===== src/rtl/scarv_cop_malu_issue.sv =====
// Issue/writeback sequencer between the coprocessor decode stage and the MALU.
// Define SCARV_COP_MALU_ISSUE_WATCHDOG_EN to abort instructions the MALU never completes.
module scarv_cop_malu_issue #(
  parameter int unsigned CPR_AW     = 4,
  parameter int unsigned WDOG_LIMIT = 7
) (
  input  logic              g_clk,
  input  logic              g_resetn,
  input  logic              id_valid,
  output logic              id_ready,
  input  logic [2:0]        id_class,
  input  logic [3:0]        id_subclass,
  input  logic [31:0]       id_imm,
  input  logic [CPR_AW-1:0] id_crs1,
  input  logic [CPR_AW-1:0] id_crs2,
  input  logic [CPR_AW-1:0] id_crs3,
  input  logic [CPR_AW-2:0] id_crdm,
  input  logic [31:0]       id_gpr_rs1,
  output logic [CPR_AW-1:0] cpr_ra1,
  output logic [CPR_AW-1:0] cpr_ra2,
  output logic [CPR_AW-1:0] cpr_ra3,
  input  logic [31:0]       cpr_rd1,
  input  logic [31:0]       cpr_rd2,
  input  logic [31:0]       cpr_rd3,
  output logic              malu_ivalid,
  input  logic              malu_idone,
  input  logic              malu_rdm_in_rs,
  output logic [31:0]       malu_rs1,
  output logic [31:0]       malu_rs2,
  output logic [31:0]       malu_rs3,
  output logic [31:0]       malu_gpr_rs1,
  output logic [31:0]       malu_imm,
  output logic [2:0]        malu_class,
  output logic [3:0]        malu_subclass,
  input  logic [3:0]        malu_cpr_rd_ben,
  input  logic [31:0]       malu_cpr_rd_wdata,
  output logic              cpr_wen,
  output logic [CPR_AW-1:0] cpr_waddr,
  output logic [3:0]        cpr_wben,
  output logic [31:0]       cpr_wdata,
  output logic              gpr_wen,
  output logic [31:0]       gpr_wdata,
  output logic              insn_done,
  output logic              insn_err
);

  localparam logic [3:0] SCLASS_EQU_MP = 4'b0001;
  localparam logic [3:0] SCLASS_LTU_MP = 4'b0010;
  localparam logic [3:0] SCLASS_GTU_MP = 4'b0011;

  typedef enum logic [1:0] {
    IDLE = 2'd0,
    BUSY = 2'd1,
    RESP = 2'd2
  } state_t;

  state_t state, state_nxt;

  logic [3:0]        r_subclass;
  logic [2:0]        r_class;
  logic [31:0]       r_imm;
  logic [CPR_AW-1:0] r_crs1, r_crs2, r_crs3;
  logic [CPR_AW-2:0] r_crdm;
  logic [31:0]       r_gpr_rs1;
  logic              wb_cnt;
  logic              gpr_flag;
  logic [31:0]       r_gpr_wdata;

  logic busy, accept, wb_fire, is_cmp, wdog_abort;

  assign busy    = (state == BUSY);
  assign accept  = (state == IDLE) && id_valid;
  assign wb_fire = busy && (|malu_cpr_rd_ben);
  assign is_cmp  = (r_subclass == SCLASS_EQU_MP) || (r_subclass == SCLASS_LTU_MP) ||
                   (r_subclass == SCLASS_GTU_MP);

`ifdef SCARV_COP_MALU_ISSUE_WATCHDOG_EN
  localparam int unsigned WDOG_W = $clog2(WDOG_LIMIT + 1);
  logic [WDOG_W-1:0] wdog;

  always_ff @(posedge g_clk or negedge g_resetn) begin
    if (!g_resetn) begin
      wdog <= '0;
    end else if (accept) begin
      wdog <= '0;
    end else if (busy && !malu_idone) begin
      wdog <= wdog + 1'b1;
    end
  end

  // Abort in the cycle whose increment would make the count reach the limit.
  assign wdog_abort = busy && !malu_idone && (wdog == WDOG_W'(WDOG_LIMIT - 1));
`else
  assign wdog_abort = 1'b0;
`endif

  always_ff @(posedge g_clk or negedge g_resetn) begin
    if (!g_resetn) begin
      state <= IDLE;
    end else begin
      state <= state_nxt;
    end
  end

  always_comb begin
    state_nxt = state;
    case (state)
      IDLE:    if (id_valid) state_nxt = BUSY;
      BUSY: begin
        if (malu_idone)      state_nxt = RESP;
        else if (wdog_abort) state_nxt = IDLE;
      end
      RESP:    state_nxt = IDLE;
      default: state_nxt = IDLE;
    endcase
  end

  always_comb begin
    id_ready    = (state == IDLE);
    malu_ivalid = busy;
    insn_done   = (state == RESP);
    insn_err    = wdog_abort;
    gpr_wen     = (state == RESP) && gpr_flag;
    cpr_ra1     = '0;
    cpr_ra2     = '0;
    cpr_ra3     = '0;
    malu_rs1    = '0;
    malu_rs2    = '0;
    malu_rs3    = '0;
    cpr_wen     = wb_fire;
    cpr_waddr   = '0;
    cpr_wben    = '0;
    cpr_wdata   = '0;
    if (busy) begin
      cpr_ra1   = r_crs1;
      cpr_ra2   = malu_rdm_in_rs ? {r_crdm, 1'b1} : r_crs2;
      cpr_ra3   = malu_rdm_in_rs ? {r_crdm, 1'b0} : r_crs3;
      malu_rs1  = cpr_rd1;
      malu_rs2  = cpr_rd2;
      malu_rs3  = cpr_rd3;
      cpr_waddr = {r_crdm, wb_cnt};
      cpr_wben  = malu_cpr_rd_ben;
      cpr_wdata = malu_cpr_rd_wdata;
    end
  end

  always_ff @(posedge g_clk or negedge g_resetn) begin
    if (!g_resetn) begin
      r_subclass  <= '0;
      r_class     <= '0;
      r_imm       <= '0;
      r_crs1      <= '0;
      r_crs2      <= '0;
      r_crs3      <= '0;
      r_crdm      <= '0;
      r_gpr_rs1   <= '0;
      wb_cnt      <= 1'b0;
      gpr_flag    <= 1'b0;
      r_gpr_wdata <= '0;
    end else begin
      if (accept) begin
        r_subclass <= id_subclass;
        r_class    <= id_class;
        r_imm      <= id_imm;
        r_crs1     <= id_crs1;
        r_crs2     <= id_crs2;
        r_crs3     <= id_crs3;
        r_crdm     <= id_crdm;
        r_gpr_rs1  <= id_gpr_rs1;
        wb_cnt     <= 1'b0;
      end
      if (wb_fire) begin
        wb_cnt <= ~wb_cnt;
      end
      if (busy && malu_idone && is_cmp) begin
        r_gpr_wdata <= {31'b0, malu_cpr_rd_wdata[0]};
        gpr_flag    <= 1'b1;
      end
      if (state == RESP) begin
        gpr_flag <= 1'b0;
      end
    end
  end

  assign malu_gpr_rs1  = r_gpr_rs1;
  assign malu_imm      = r_imm;
  assign malu_class    = r_class;
  assign malu_subclass = r_subclass;
  assign gpr_wdata     = r_gpr_wdata;

endmodule


===== config.mk =====
export PLATFORM = sky130hd
export DESIGN_NAME = scarv_cop_malu_issue
export DESIGN_NICKNAME = d
export VERILOG_FILES = /design/src/rtl/scarv_cop_malu_issue.sv
export SDC_FILE = /design/constraint.sdc
export NUM_CORES = 1
export LEC_CHECK = 0
export ABC_AREA = 1
export ABC_CLOCK_PERIOD_IN_PS = 1500
export CORE_AREA = 2 2 185 187
export CTS_CLUSTER_DIAMETER = 200
export DETAILED_ROUTE_END_ITERATION = 7
export DIE_AREA = 0 0 187 189
export PLACE_DENSITY_LB_ADDON = 0.15
export SLEW_MARGIN = 30
export SYNTH_ARGS = -nofsm -noshare
export SYNTH_HDL_FRONTEND = slang
export SYNTH_SLANG_ARGS = --single-unit
export TNS_END_PERCENT = 1

===== constraint.sdc =====
create_clock -name g_clk -period 1.5 [get_ports g_clk]
set_input_delay 0.375 -clock g_clk [delete_from_list [all_inputs] [get_ports g_clk]]
set_output_delay 0.375 -clock g_clk [all_outputs]
set_load 0.05 [all_outputs]

* After elaboration in Yosys (flattened, before gate mapping)
Index checks and enable logic that the tools add are counted.
** Operators by class
- Add/sub/neg operators :: 0
- Div/mod/pow operators :: 0
- Equality and inequality tests :: 7
- Reduce and logical (&&, ||, !) cells :: 12
- Shift operators :: 0
- Mux-type cells :: 18
- Order comparisons :: 0
- Bitwise gates (word level) :: 1
- $mul :: 0
** Operators with widths (count)
- 32-bit two-way mux :: 4
- 4-bit two-way mux :: 7
- 4-bit by 2-bit equality test with 1-bit output (second input constant) :: 2
- 1-bit logical AND :: 5
- 4-bit by 1-bit equality test with 1-bit output (second input constant) :: 1
- 1-bit two-way mux :: 4
- 2-bit two-way mux :: 2
- 2-bit inequality test (second input constant) :: 2
- 2-bit case mux with 2 select lines :: 1
- 2-bit nonzero test :: 2
- 4-bit OR reduction :: 1
- 2-bit by 1-bit equality test with 1-bit output (second input constant) :: 1
- 2-bit equality test (second input constant) :: 1
- 2-bit zero test :: 1
- 1-bit logical OR :: 2
- 2-bit AND reduction :: 1
- 1-bit NOT :: 1
** Storage, ports and cells
- Register bits after elaboration :: 91
- Bits in latches :: 0
- Bits in read-only memories :: 0
- Logic and storage cells :: 50
- Memories kept :: 0
- Bits in writable memories :: 0

* Logic depth before layout (Yosys ltp)
Gate-level depths: netlist of run 1.
- Word-level depth :: 6
- Gate-level depth with buffers :: 7
- Mapped depth without buffers :: 7

* Least setup slack after synthesis of run 1
Ideal clock, no wire load.
- Kind :: reg2out
- Start :: reg state[1]
- End :: out cpr_ra2[2]
- Buffers on the path :: 0
- Cell stages (with the launch flop) :: 6
- Arrival :: 1799 ps
- Slack :: -674 ps
- Path through :: dfrtp_1 -> inv_1 -> nand2_1 -> nor2_1 -> nand2_1 -> nand2_1
** Between the ends
- Word-level cells in the longest chain between the ends :: 2
** RTL lines
- from (decl) :: line 57 : state_t state, state_nxt;
- from (signal assigned) :: line 101 : state <= state_nxt;
- 2-bit by 1-bit equality test with 1-bit output :: line 71 : assign busy = (state == BUSY);
- 4-bit two-way mux :: line 134 : if (busy) begin
- to (decl) :: line 20 : output logic [CPR_AW-1:0] cpr_ra2,
No other way between the ends.

* Final worst setup path of run 1
- Start :: reg state[0]
- End :: out malu_rs2[10]
** Between the ends
- Word-level cells in the longest chain between the ends :: 2
** RTL lines
- 2-bit by 1-bit equality test with 1-bit output :: line 71
- 32-bit two-way mux :: line 134
- to (decl) :: line 29 : output logic [31:0] malu_rs2,
No other way between the ends.

==> results of run 1 <==
sequential cells by signal, summed over array words and instances (netlist names):
name	cells
r_crs3	4
r_crs2	4
wb_cnt	1
malu_gpr_rs1	32
malu_imm	32
r_crs1	4
state	2
malu_subclass	4
malu_class	3
r_crdm	3
gpr_wdata	1
gpr_flag	1
final timing paths:
kind                            from           end  slack (ps)  depth (start not counted)
min reg2reg                r_crs2[1]     r_crs2[1]         480                          2
max                         state[0]  malu_rs2[10]        -460                          4
max in group asynchronous   g_resetn     r_crdm[0]         510                          3
min                         id_valid  malu_imm[31]         370                          3
min in group asynchronous   g_resetn  malu_imm[16]         490                          2
max reg2reg                 state[0]        wb_cnt        -130                          9
worst min-delay path: stages:
cell and delay, ps:
buf_2 150, nand3_1 100, nand2_1 50
per-stage QoR:
step                      cells  utilization  total power (uW)  area [sq um]  hold WS [ps]
after floorplan             778            -             12220          5285         79.41
after global placement     1633       0.3756             21680         12500         335.2
after detailed placement   1633       0.3756             21720         12500         330.5
after CTS                  1657       0.4037             25090         13440         352.9
after global routing       1659       0.4155             26400         13830         402.2
final                      1659       0.4155             25260         13830         371.3
cells in the mapped netlist:
library cell	number	area (sq um)
nand2_1	175	656.9
nor2_1	158	593.1
inv_1	149	559.3
dfrtp_1	91	2277
nand3_1	81	405.4
buf_4	36	270.3
buf_2	30	150.1
a21oi_1	13	65.06
clkbuf_1	5	18.77
buf_1	4	15.01
o21ai_0	2	10.01
conb_1	1	3.750
nor2_4	1	11.26
nor3_1	1	5.000
power by group through the flow:
stage | sequential [uW] | combinational, uW | clock, uW
6_report | 4530 | 18400 | 2340
3_5_place_dp | 4550 | 17200 | 0
4_1_cts | 4540 | 18100 | 2450
2_1_floorplan | 6840 | 5370 | 0
3_3_place_gp | 4520 | 17200 | 0
5_1_grt | 4670 | 19200 | 2540
cell families after synthesis:
logic type / count (synthesis) / share of synthesized area
buf+inv: 224 / 0.2010
other cells: 1 / 0.0007439
simple gates: 416 / 0.3316
flops: 91 / 0.4517
compound gates: 15 / 0.01489
timing repair:
action                                 CTS  global route
pin swaps                                1             4
buffers inserted                         3             0
setup endpoints to repair              153           240
cloned                                   5             4
gates resized for setup                152            70
endpoints found under the hold margin   20             0
hold buffers                             1             0
metal layers:
| metal | up-vias | global-route usage | part of all wire |
|---|---|---|---|
| met3 | 13 | 0.04893 | 0.069 |
| met1 | 2862 | 0.1724 | 0.37 |
| met2 | 241 | 0.2960 | 0.55 |
| li1 | 3026 | - | - |
| met5 | - | 0 | 0 |
| met4 | 0 | 0.02991 | 0.011 |
final cells by class:
class                      instances  area (sq um)
antenna                            1         2.502
clock buffer                      10         229.0
clock inverter                     5         63.81
fill                            3295         19450
inverter                         149         568.0
multi-input combinational        466          2803
sequential                        91          2278
tap                              448         560.5
timing repair buffer             489          7325
==> qor.csv, run 1 <==
stage,metric,value,unit
setup_path,cp-start-kind,register,
setup_path,critPathTopFamily,flip-flops,
clock_tree,numCtsBuffers,9,
pwr,p_sw,12300,uW
route,totalWireLength,28550,um
floorplanning,die_y,189,um
clock_tree,cts_max_level,3,
setup_path,cp.required,1120,ps
yosys,ys_types,14,
route,drt_iter0_drc,185,
route,drc,0,
clock_tree,root_buffer,clkbuf_16,
pwr,internal-power,12960,uW
worst_hold_path,min_path_type,in2reg,
layout,final_cell_mix,"buf_12 (232), clkdlybuf4s50_1 (220), nand2_1 (169)",
timing,fin_skew,12.36,ps
status,failed_checks,setup timing,
pwr,pwr-share-seq,0.179,
global_route,grt_use_total,0.1567,
run,max_cap_violations,0,
clock_tree,clockBufferDepth,2,
floorplanning,die_w,187,um
clock_tree,cts_tree,done,
yosys,syn_area,5041,sq um
yosys,synthCells,747,
floorplanning,dieArea,35340,sq um
yosys,syn_area_per_cell,6.748,sq um
timing,fin_tns_setup,-61820,ps
global_route,grt_pass1_vias,6247,
clock_tree,clock-sinks,91,
clock_tree,clock_latency,340,ps
timing,final_hold_viol_count,0,
route,drt-pass1-iter-count,4,
setup_path,slowest_stage,dfrtp_2,
timing,setup_viol,184,
floorplanning,start_util,0.1515,
floorplanning,core_region_area,33280,sq um
route,viasPerCell,3.702,
setup_path,crit_arrival,1590,ps
setup_path,worstPathMaxFanout,8,
timing,slew_viol_final,0,
yosys,yosysWarnings,0,
layout,syn_to_final_growth,174.3,%
yosys,seq_area_frac_synth,0.4517,
place,gp_congestion,0.8134,
route,vias,6142,
pwr,clkPwrFrac,0.093,
layout,final_nets,1429,
clock_tree,path_clk_slew,70,ps
route,antenna_left,0,
global_route,antenna_found_initial,1,
global_route,grt_max_degree,59,
pwr,sw_frac_of_total,0.4869,
timing,setup_ws,-461.7,ps
place,place_ws,-461.7,ps
pwr,power_leakage,0.006423,uW
timing,post-route-min-period,1962,ps
timing,fmax,0.5098,GHz
pwr,power.density,1826,nW/um^2
yosys,ys_ff_latch,91,
pwr,ir_worst_vdd,1.042,mV
layout,drive_gt1_frac,0.3669,
setup_path,endpoint_kind,output port,
floorplanning,rows,67,
status,status,finished with violations,
global_route,overflow,0,
route,post_drt_wl_per_cell,17.21,um
layout,final_common_cell,buf_12,
pwr,comb_power_share,0.728,
place,dp_hpwl,22600,um
floorplanning,ioPinCount,480,
setup_path,cp_slowest_stage_delay,540,ps
setup_path,worst-path-buf-inv,2,
global_route,grt_first_pass_wirelength,41660,um
setup_path,path_cells,nand2_4 > clkbuf_16 > nor2_2 > buf_12,
timing,rsz0062_at_grt,yes,
setup_path,path_class,reg2out,
place,port_buffers,447,
timing,fin_crit_sh,1.308,
(Power assumes the default switching activity.)
==> run 2, diff against run 1 <==
--- a/config.mk
+++ b/config.mk
@@ -7,10 +7,11 @@
 export LEC_CHECK = 0
 export ABC_AREA = 1
 export ABC_CLOCK_PERIOD_IN_PS = 1500
-export CORE_AREA = 2 2 185 187
+export CORE_AREA = 8 8 181 183
 export CTS_CLUSTER_DIAMETER = 200
 export DETAILED_ROUTE_END_ITERATION = 7
-export DIE_AREA = 0 0 187 189
+export DIE_AREA = 0 0 189 191
+export HOLD_SLACK_MARGIN = 0.1
 export PLACE_DENSITY_LB_ADDON = 0.15
 export SLEW_MARGIN = 30
 export SYNTH_ARGS = -nofsm -noshare
==> run 2 against run 1 <==
  * The flow still finishes with violations (setup timing)
  * First-iteration DRC count grew 14%
  * Non-clock buffer count up 8
  * Die area is 2.1% higher
  * Global-route usage rose by 0.20 points
  * Setup slack better by 14 ps
  * Sequential cell count unchanged
  * Routed wire length is 8.5% higher
  * Via count barely moved
  * Clock-buffer cell count did not move
  * Hold slack better by 93 ps
==> qor.csv, run 2 (synthesis gave the netlist of run 1 again) <==
stage,metric,value,unit
floorplanning,ioPinCount,480,
layout,final_cell_mix,"buf_12 (232), clkdlybuf4s50_1 (219), nand2_1 (171)",
setup_path,cp.required,1120,ps
setup_path,r2r_cells,6,
route,drc,0,
setup_path,path_cells,inv_4 > nand2_8 > buf_12 > buf_4 > nor2_4 > buf_12,
pwr,sw_frac_of_total,0.4849,
setup_path,worst-path-buf-inv,4,
timing,fmax,0.5133,GHz
setup_path,endpoint_kind,output port,
route,antenna_left,0,
route,drt-pass1-iter-count,4,
global_route,grt_use_total,0.1588,
status,failed_checks,setup timing,
place,gp_congestion,0.8117,
route,post_drt_wl_per_cell,19.18,um
floorplanning,dieArea,36100,sq um
layout,final_nets,1435,
run,max_cap_violations,0,
floorplanning,core_region_area,30030,sq um
timing,fin_skew,7.915,ps
timing,fin_tns_setup,-61350,ps
timing,final_hold_viol_count,0,
setup_path,worstPathMaxFanout,9,
clock_tree,cts_max_level,3,
place,port_buffers,447,
layout,fin_util,0.4535,
worst_hold_path,min_path_type,in2async,
clock_tree,numCtsBuffers,9,
layout,syn_to_final_growth,170.1,%
clock_tree,clock_latency,350,ps
status,status,finished with violations,
pwr,ir_worst_vdd,0.9723,mV
timing,rsz0062_at_grt,yes,
global_route,grt_first_pass_wirelength,42790,um
setup_path,crit_arrival,1570,ps
global_route,grt_max_degree,68,
floorplanning,die_w,189,um
route,viasPerCell,3.804,
setup_path,r2r_setup_slack,-110,ps
route,totalWireLength,30970,um
clock_tree,path_clk_slew,80,ps
setup_path,critPathTopFamily,buffers and inverters,
timing,setup_viol,199,
floorplanning,die_y,191,um
clock_tree,clock-sinks,91,
pwr,pwr-share-seq,0.177,
layout,final_common_cell,buf_12,
setup_path,crit_top_cell,buf_12,
timing,setup_ws,-448.1,ps
timing,fin_crit_sh,1.299,
global_route,antenna_found_initial,4,
clock_tree,cts_tree,done,
route,vias,6144,
pwr,p_sw,12290,uW
setup_path,cp_slowest_stage_delay,410,ps
clock_tree,clockBufferDepth,2,
setup_path,crit-reg2reg-launch,state[0],
floorplanning,rows,64,
setup_path,r2r-end,r_crdm[0],
timing,post-route-min-period,1948,ps
pwr,clkPwrFrac,0.102,
timing,slew_viol_final,0,
setup_path,path_class,reg2out,
place,dp_hpwl,24950,um
global_route,overflow,0,
floorplanning,start_util,0.1679,
pwr,comb_power_share,0.721,
pwr,internal-power,13060,uW
global_route,grt_pass1_vias,6248,
layout,nFillCells,2921,
setup_path,slowest_stage,dfrtp_1,
pwr,power.density,1861,nW/um^2
route,drt_iter0_drc,211,
setup_path,cp-start-kind,register,
clock_tree,root_buffer,clkbuf_16,
layout,drive_gt1_frac,0.3698,
pwr,power_leakage,0.006427,uW
==> run 2: cell types whose count changed in the layout (fill, tap and decap cells not counted), moves of 2 or more <==
cell / previous run / this run
nand2_1: 169 / 171
nand3_1: 79 / 81
clkinv_4: 3 / 1
buf_16: 6 / 2
nor2_1: 16 / 14
buf_4: 15 / 30
nand2_2: 4 / 2
nor2_4: 89 / 65
nor2_2: 54 / 80
nand3_2: 2 / 0
buf_6: 12 / 8
==> run 2: final cells by class <==
| class | instances | area, sq um | share of cell area |
|---|---|---|---|
| clock buffers | 10 | 229.0 | 0.01681 |
| multi-input cells | 464 | 2646 | 0.1943 |
| well taps | 396 | 495.5 | 0.03638 |
| flip-flops and latches | 91 | 2278 | 0.1673 |
| inverters | 149 | 561.8 | 0.04125 |
| clock inverters | 6 | 96.34 | 0.007075 |
| diodes | 2 | 5.005 | 0.0003675 |
| repair buffers | 497 | 7306 | 0.5365 |
==> run 2: worst max path at each step <==
stage | depth (start not counted) | slack, ps | end | startpoint
global placement | 6 | -530 | cpr_ra3[1] | malu_rdm_in_rs
finish | 6 | -450 | malu_rs1[1] | state[1]
global route | 6 | -530 | malu_rs1[2] | state[1]
detailed placement | 6 | -560 | cpr_ra3[1] | malu_rdm_in_rs
CTS | 5 | -480 | cpr_wdata[21] | state[1]
floorplan | 5 | -440 | cpr_ra1[1] | state[1]
==> run 2: stage by stage <==
step	instance area (sq um)	setup slack, ps	power [uW]	hold WS, ps	cells
2_1_floorplan	5285	-438.2	12220	79.41	778
3_3_place_gp	12450	-526.7	21790	296.8	1586
3_5_place_dp	12450	-555.6	21860	302.7	1586
4_1_cts	13030	-482.5	24840	450.7	1603
5_1_grt	13620	-526.2	26470	483.5	1614
6_report	13620	-448.1	25350	464.3	1615
==> run 2: per-layer routing <==
layer	track usage	vias up	share of wire
li1	-	3031	-
met1	0.1691	2810	0.36
met2	0.2788	258	0.51
met3	0.06804	39	0.092
met4	0.05412	6	0.031
met5	0	-	0.0013
==> run 2: what timing repair did <==
action | 4_1_cts | 5_1_grt
setup buffers | 0 | 4
setup endpoints to repair | 153 | 196
pin swaps | 1 | 1
endpoints found under the hold margin | 19 | 0
gates cloned | 0 | 6
resized for setup | 71 | 119
hold buffers | 1 | 0
==> run 2: power groups by stage <==
stage               sequential (uW)  combinational [uW]  clock (uW)
floorplan                      6840                5370           0
global placement               4480               17300           0
detailed placement             4510               17300           0
CTS                            4480               17700        2700
global route                   4630               19100        2770
finish                         4490               18300        2590
==> patch 1 (config.mk and constraints of run 2) <==
The option `SCARV_COP_MALU_ISSUE_WATCHDOG_EN` is turned on by a define.
--- a/src/rtl/scarv_cop_malu_issue.sv
+++ b/src/rtl/scarv_cop_malu_issue.sv
@@ -1,4 +1,6 @@
 // Issue/writeback sequencer between the coprocessor decode stage and the MALU.
 // Define SCARV_COP_MALU_ISSUE_WATCHDOG_EN to abort instructions the MALU never completes.
+`define SCARV_COP_MALU_ISSUE_WATCHDOG_EN
+
 module scarv_cop_malu_issue #(
   parameter int unsigned CPR_AW     = 4,
Formal check against the unedited RTL: no difference found for any inputs over 4 cycles, from zero or initial values and one cycle with g_resetn low; that may be too few to reach the edited logic, so the function may still have changed.
==> patch 1 against run 2 <==
The run still ends with negative setup slack left. Cell area up 2.6%. Area after synthesis rose by 3.9%. Routed wire length is 1.3% lower. First-iteration DRC count shrank 18%. Non-clock buffer count is 1 lower. Sequential cell count rose by 3. Setup slack gained 0.030 ns. Total power up 2.9%.
==> patch 1: results (changes against run 2) <==
compound-cell area share of the yosys netlist: 0.0172 (+0.00230)
total track usage: 0.159 (+0.000494)
met1 Use GR: 0.161 (-0.00787)
FF-to-FF setup slack: 0 ns (+0.11 ns)
dpl hpwl: 24.7 mm (-1.0%)
worst hold slack: 0.346 ns (-0.118 ns)
grt met2 use: 0.286 (+0.00692)
met3 WL: 3.21 mm (+13%)
Final setup viols: 155 (-22%)
Setup WS post-layout: -0.419 ns (+0.0295 ns)
post-synthesis sequential area ratio: 0.449 (-0.00282)
crit path max-delay cell type: dfrtp_2
drt via density: 3.87 (+1.7%)
wire length on met1: 10.7 mm (-4.8%)
GPL Wtd Cong: 0.795 (-2.0%)
Final Net Count: 1460 (+1.7%)
Max VDD drop: 0.955 mV (-1.8%)
crit path to: malu_rs2[12]
Synth cell types: 18 (+4)
violated checks: negative setup slack
status: finished, violations left
post-synthesis adder-cell area fraction: 0.00478 (+0.00478)
Setup crit start: state[0]
# port buffers: 448 (+0.22%)
Synth Instances: 772 (+3.3%)
GR Util met3: 0.0742 (+0.00620)
# diodes: 0 (-2)
DP Cell Count: 1606 (+1.3%)
P_leak: 6.57 nW (+2.3%)
largest net degree at the start of global routing: 63 (-7.4%)
most frequent cells after synthesis: nand2_1 (181), nor2_1 (160), inv_1 (153)
-- patch 1: stage by stage --
| stage | power [mW] | util | setup slack [ns] | setup TNS [ns] | cell area, um2 |
|---|---|---|---|---|---|
| 2_1_floorplan | 12.6 | - | -0.483 | -64.48 | 5450 |
| 3_3_place_gp | 22.4 | 0.421 | -0.642 | -18.01 | 12600 |
| 3_5_place_dp | 22.4 | 0.421 | -0.627 | -18.77 | 12600 |
| 4_1_cts | 25.8 | 0.447 | -0.437 | -60.55 | 13400 |
| 5_1_grt | 27.3 | 0.465 | -0.493 | -66.34 | 14000 |
| 6_report | 26.1 | 0.465 | -0.419 | -55.55 | 14000 |
-- patch 1: repair_timing --
action / in CTS / in global routing
pin swaps: 3 / 4
endpoints found under the setup margin: 154 / 224
gates resized for setup: 130 / 93
hold endpoints to repair: 69 / 0
hold buffers: 1 / 0
buffers inserted: 0 / 5
gates cloned: 3 / 5
-- patch 1: how the worst min path moves through the flow --
stage and end:
4_1_cts malu_gpr_rs1[6], 3_3_place_gp malu_gpr_rs1[6], 3_5_place_dp malu_gpr_rs1[6], 2_1_floorplan gpr_flag
5_1_grt malu_gpr_rs1[6], 6_report malu_gpr_rs1[6]
-- patch 1: power by group through the flow --
stage               Clock (mW)  Combinational [mW]  Sequential [mW]
floorplan                    0                5.54             7.05
global placement             0                17.7             4.63
detailed placement           0                17.8             4.67
CTS                       2.64                18.5             4.65
global route              2.71                19.8             4.78
finish                    2.52                18.9             4.63
-- patch 1: layout make-up --
| type | count | area (um2) |
|---|---|---|
| Sequential cell | 94 | 2350 |
| Tap cell | 396 | 495 |
| Multi-Input combinational cell | 481 | 2840 |
| Timing Repair Buffer | 496 | 7380 |
| Clock buffer | 11 | 233 |
| Fill cell | 2871 | 16100 |
| Inverter | 153 | 577 |
| Clock inverter | 5 | 82.6 |
==> patch 2 (flow settings as in run 2) <==
Without the edit above. Encoding of `state_t`: now one-hot (3 bits for 3 states).
--- a/src/rtl/scarv_cop_malu_issue.sv
+++ b/src/rtl/scarv_cop_malu_issue.sv
@@ -49,8 +49,8 @@
   localparam logic [3:0] SCLASS_GTU_MP = 4'b0011;
 
-  typedef enum logic [1:0] {
-    IDLE = 2'd0,
-    BUSY = 2'd1,
-    RESP = 2'd2
+  typedef enum logic [2:0] {
+    IDLE = 3'b001,
+    BUSY = 3'b010,
+    RESP = 3'b100
   } state_t;
 
Formal check against the unedited RTL: same outputs for any inputs over 4 cycles, from zero or initial values and one cycle with g_resetn low; so few cycles prove little.
==> patch 2 against run 2 <==
The run still ends with negative setup slack left. Setup slack got worse by 0.081 ns. Cell area fell by 4.3%. Total power fell by 5.4%. Routed wire length rose by 3.2%. Sequential cell count rose by 1. Area after synthesis fell by 1.4%. Synthesized cell count fell by 0.80%. Critical path depth did not move. Largest cell class unchanged. Largest power group unchanged.
==> patch 2: results (changes against run 2) <==
status: finished, violations left
violated checks: negative setup slack
P&R area growth vs syn: 162%
post-synthesis sequential area ratio: 0.464 (+0.0119)
largest cells by area after synthesis: dfrtp_1 (46%), nand2_1 (20%), inv_1 (11%), nor2_1 (11%), buf_4 (4.8%)
Critical R2R Capture: r_crdm[1]
dpl hpwl: 27.5 mm (+10%)
Post-Route WL: 31.9 mm (+3.2%)
Crit path largest cell delay: 0.37 ns (-0.04 ns)
dpl ws: -0.625 ns (-0.0691 ns)
Setup WS post-layout: -0.529 ns (-0.0808 ns)
FF-to-FF path depth: 7 (+1)
worst r2r src: state[1]
FF-to-FF setup slack: 0.01 ns (+0.12 ns)
clock skew: 0.00796 ns (+0.0000425 ns)
Synth cell types: 18 (+4)
initial antenna violation count: 11 (+7)
Worst EP arrival: 1.65 ns (+0.08 ns)
Final Net Count: 1428 (-0.49%)
vias in the first global route: 6137 (-1.8%)
Iteration-0 DRC Markers: 188 (-11%)
share of cells above drive strength 1: 0.324 (-0.0458)
worst hold slack: 0.454 ns (-0.0108 ns)
fill cell count: 2955 (+1.2%)
crit path to: malu_rs2[19]
Synth Area per Inst: 6.71 um2 (-0.64%)
largest net degree at the start of global routing: 50 (-26%)
first-pass GRT wire length: 44.7 mm (+4.5%)
post-route setup TNS: -70.14 ns (-8.79 ns)
total track usage: 0.171 (+0.0123)
critical path fanouts, max: 19 (+10)
P_leak: 6.32 nW (-1.7%)
internal power: 12.6 mW (-3.9%)
Final setup viols: 153 (-23%)
most frequent cells after synthesis: nand2_1 (261), inv_1 (148), nor2_1 (147)
drt via density: 3.70 (-2.9%)
patch 2: cell count changes in the layout (fill, tap and decap cells not counted), moves of 4 or more:
cell and change:
nand2_1 +89, nand3_1 -78, nor2_4 -61, nor2_1 +33
nor2_2 +17, o21ai_0 +7, buf_4 -6, buf_6 -6
a21oi_4 -4
patch 2: timing repair:
action,in CTS,in global routing
endpoints found under the setup margin,163,228
endpoints found under the hold margin,16,0
hold buffers,1,0
gates resized for setup,75,40
cloned,0,2
patch 2: cell families (layout without fill, tap and decap cells):
group / count (synthesis) / after routing / share of synthesized area
DFF: 92 / 92 / 0.464
AOI/OAI and AO/OA: 16 / 16 / 0.0161
other: 1 / 36 / 0.000755
buffers and inverters: 216 / 654 / 0.202
and+or+nand+nor: 416 / 416 / 0.318
patch 2: layout make-up:
cell class	count	area share
Clock inverter	6	0.00547
Timing Repair Buffer	488	0.558
Multi-Input combinational cell	464	0.160
Inverter	150	0.0434
Antenna cell	4	0.000768
Clock buffer	10	0.0183
Tap cell	396	0.0380
Sequential cell	92	0.177
patch 2: power groups by stage:
stage / logic, mW / registers, mW / clock network, mW
after floorplan: 4.67 / 7.53 / 0
after global placement: 16.6 / 4.84 / 0
after detailed placement: 16.6 / 4.87 / 0
after CTS: 16.8 / 4.84 / 2.53
after global routing: 17.6 / 4.98 / 2.62
final: 16.8 / 4.83 / 2.40
patch 2: critical path, delay by kind of cell, from the launching register on:
| kind | cells | cell delay, ns |
|---|---|---|
| buffers and inverters | 4 | 0.62 |
| flip-flops | 1 | 0.37 |
| AND/OR/NAND/NOR | 2 | 0.30 |
patch 2: metal layers:
layer  global-route usage  share of wire
met2                0.316           0.54
met4               0.0502          0.015
met5                    0         0.0020
met1                0.166           0.33
met3               0.0850           0.11
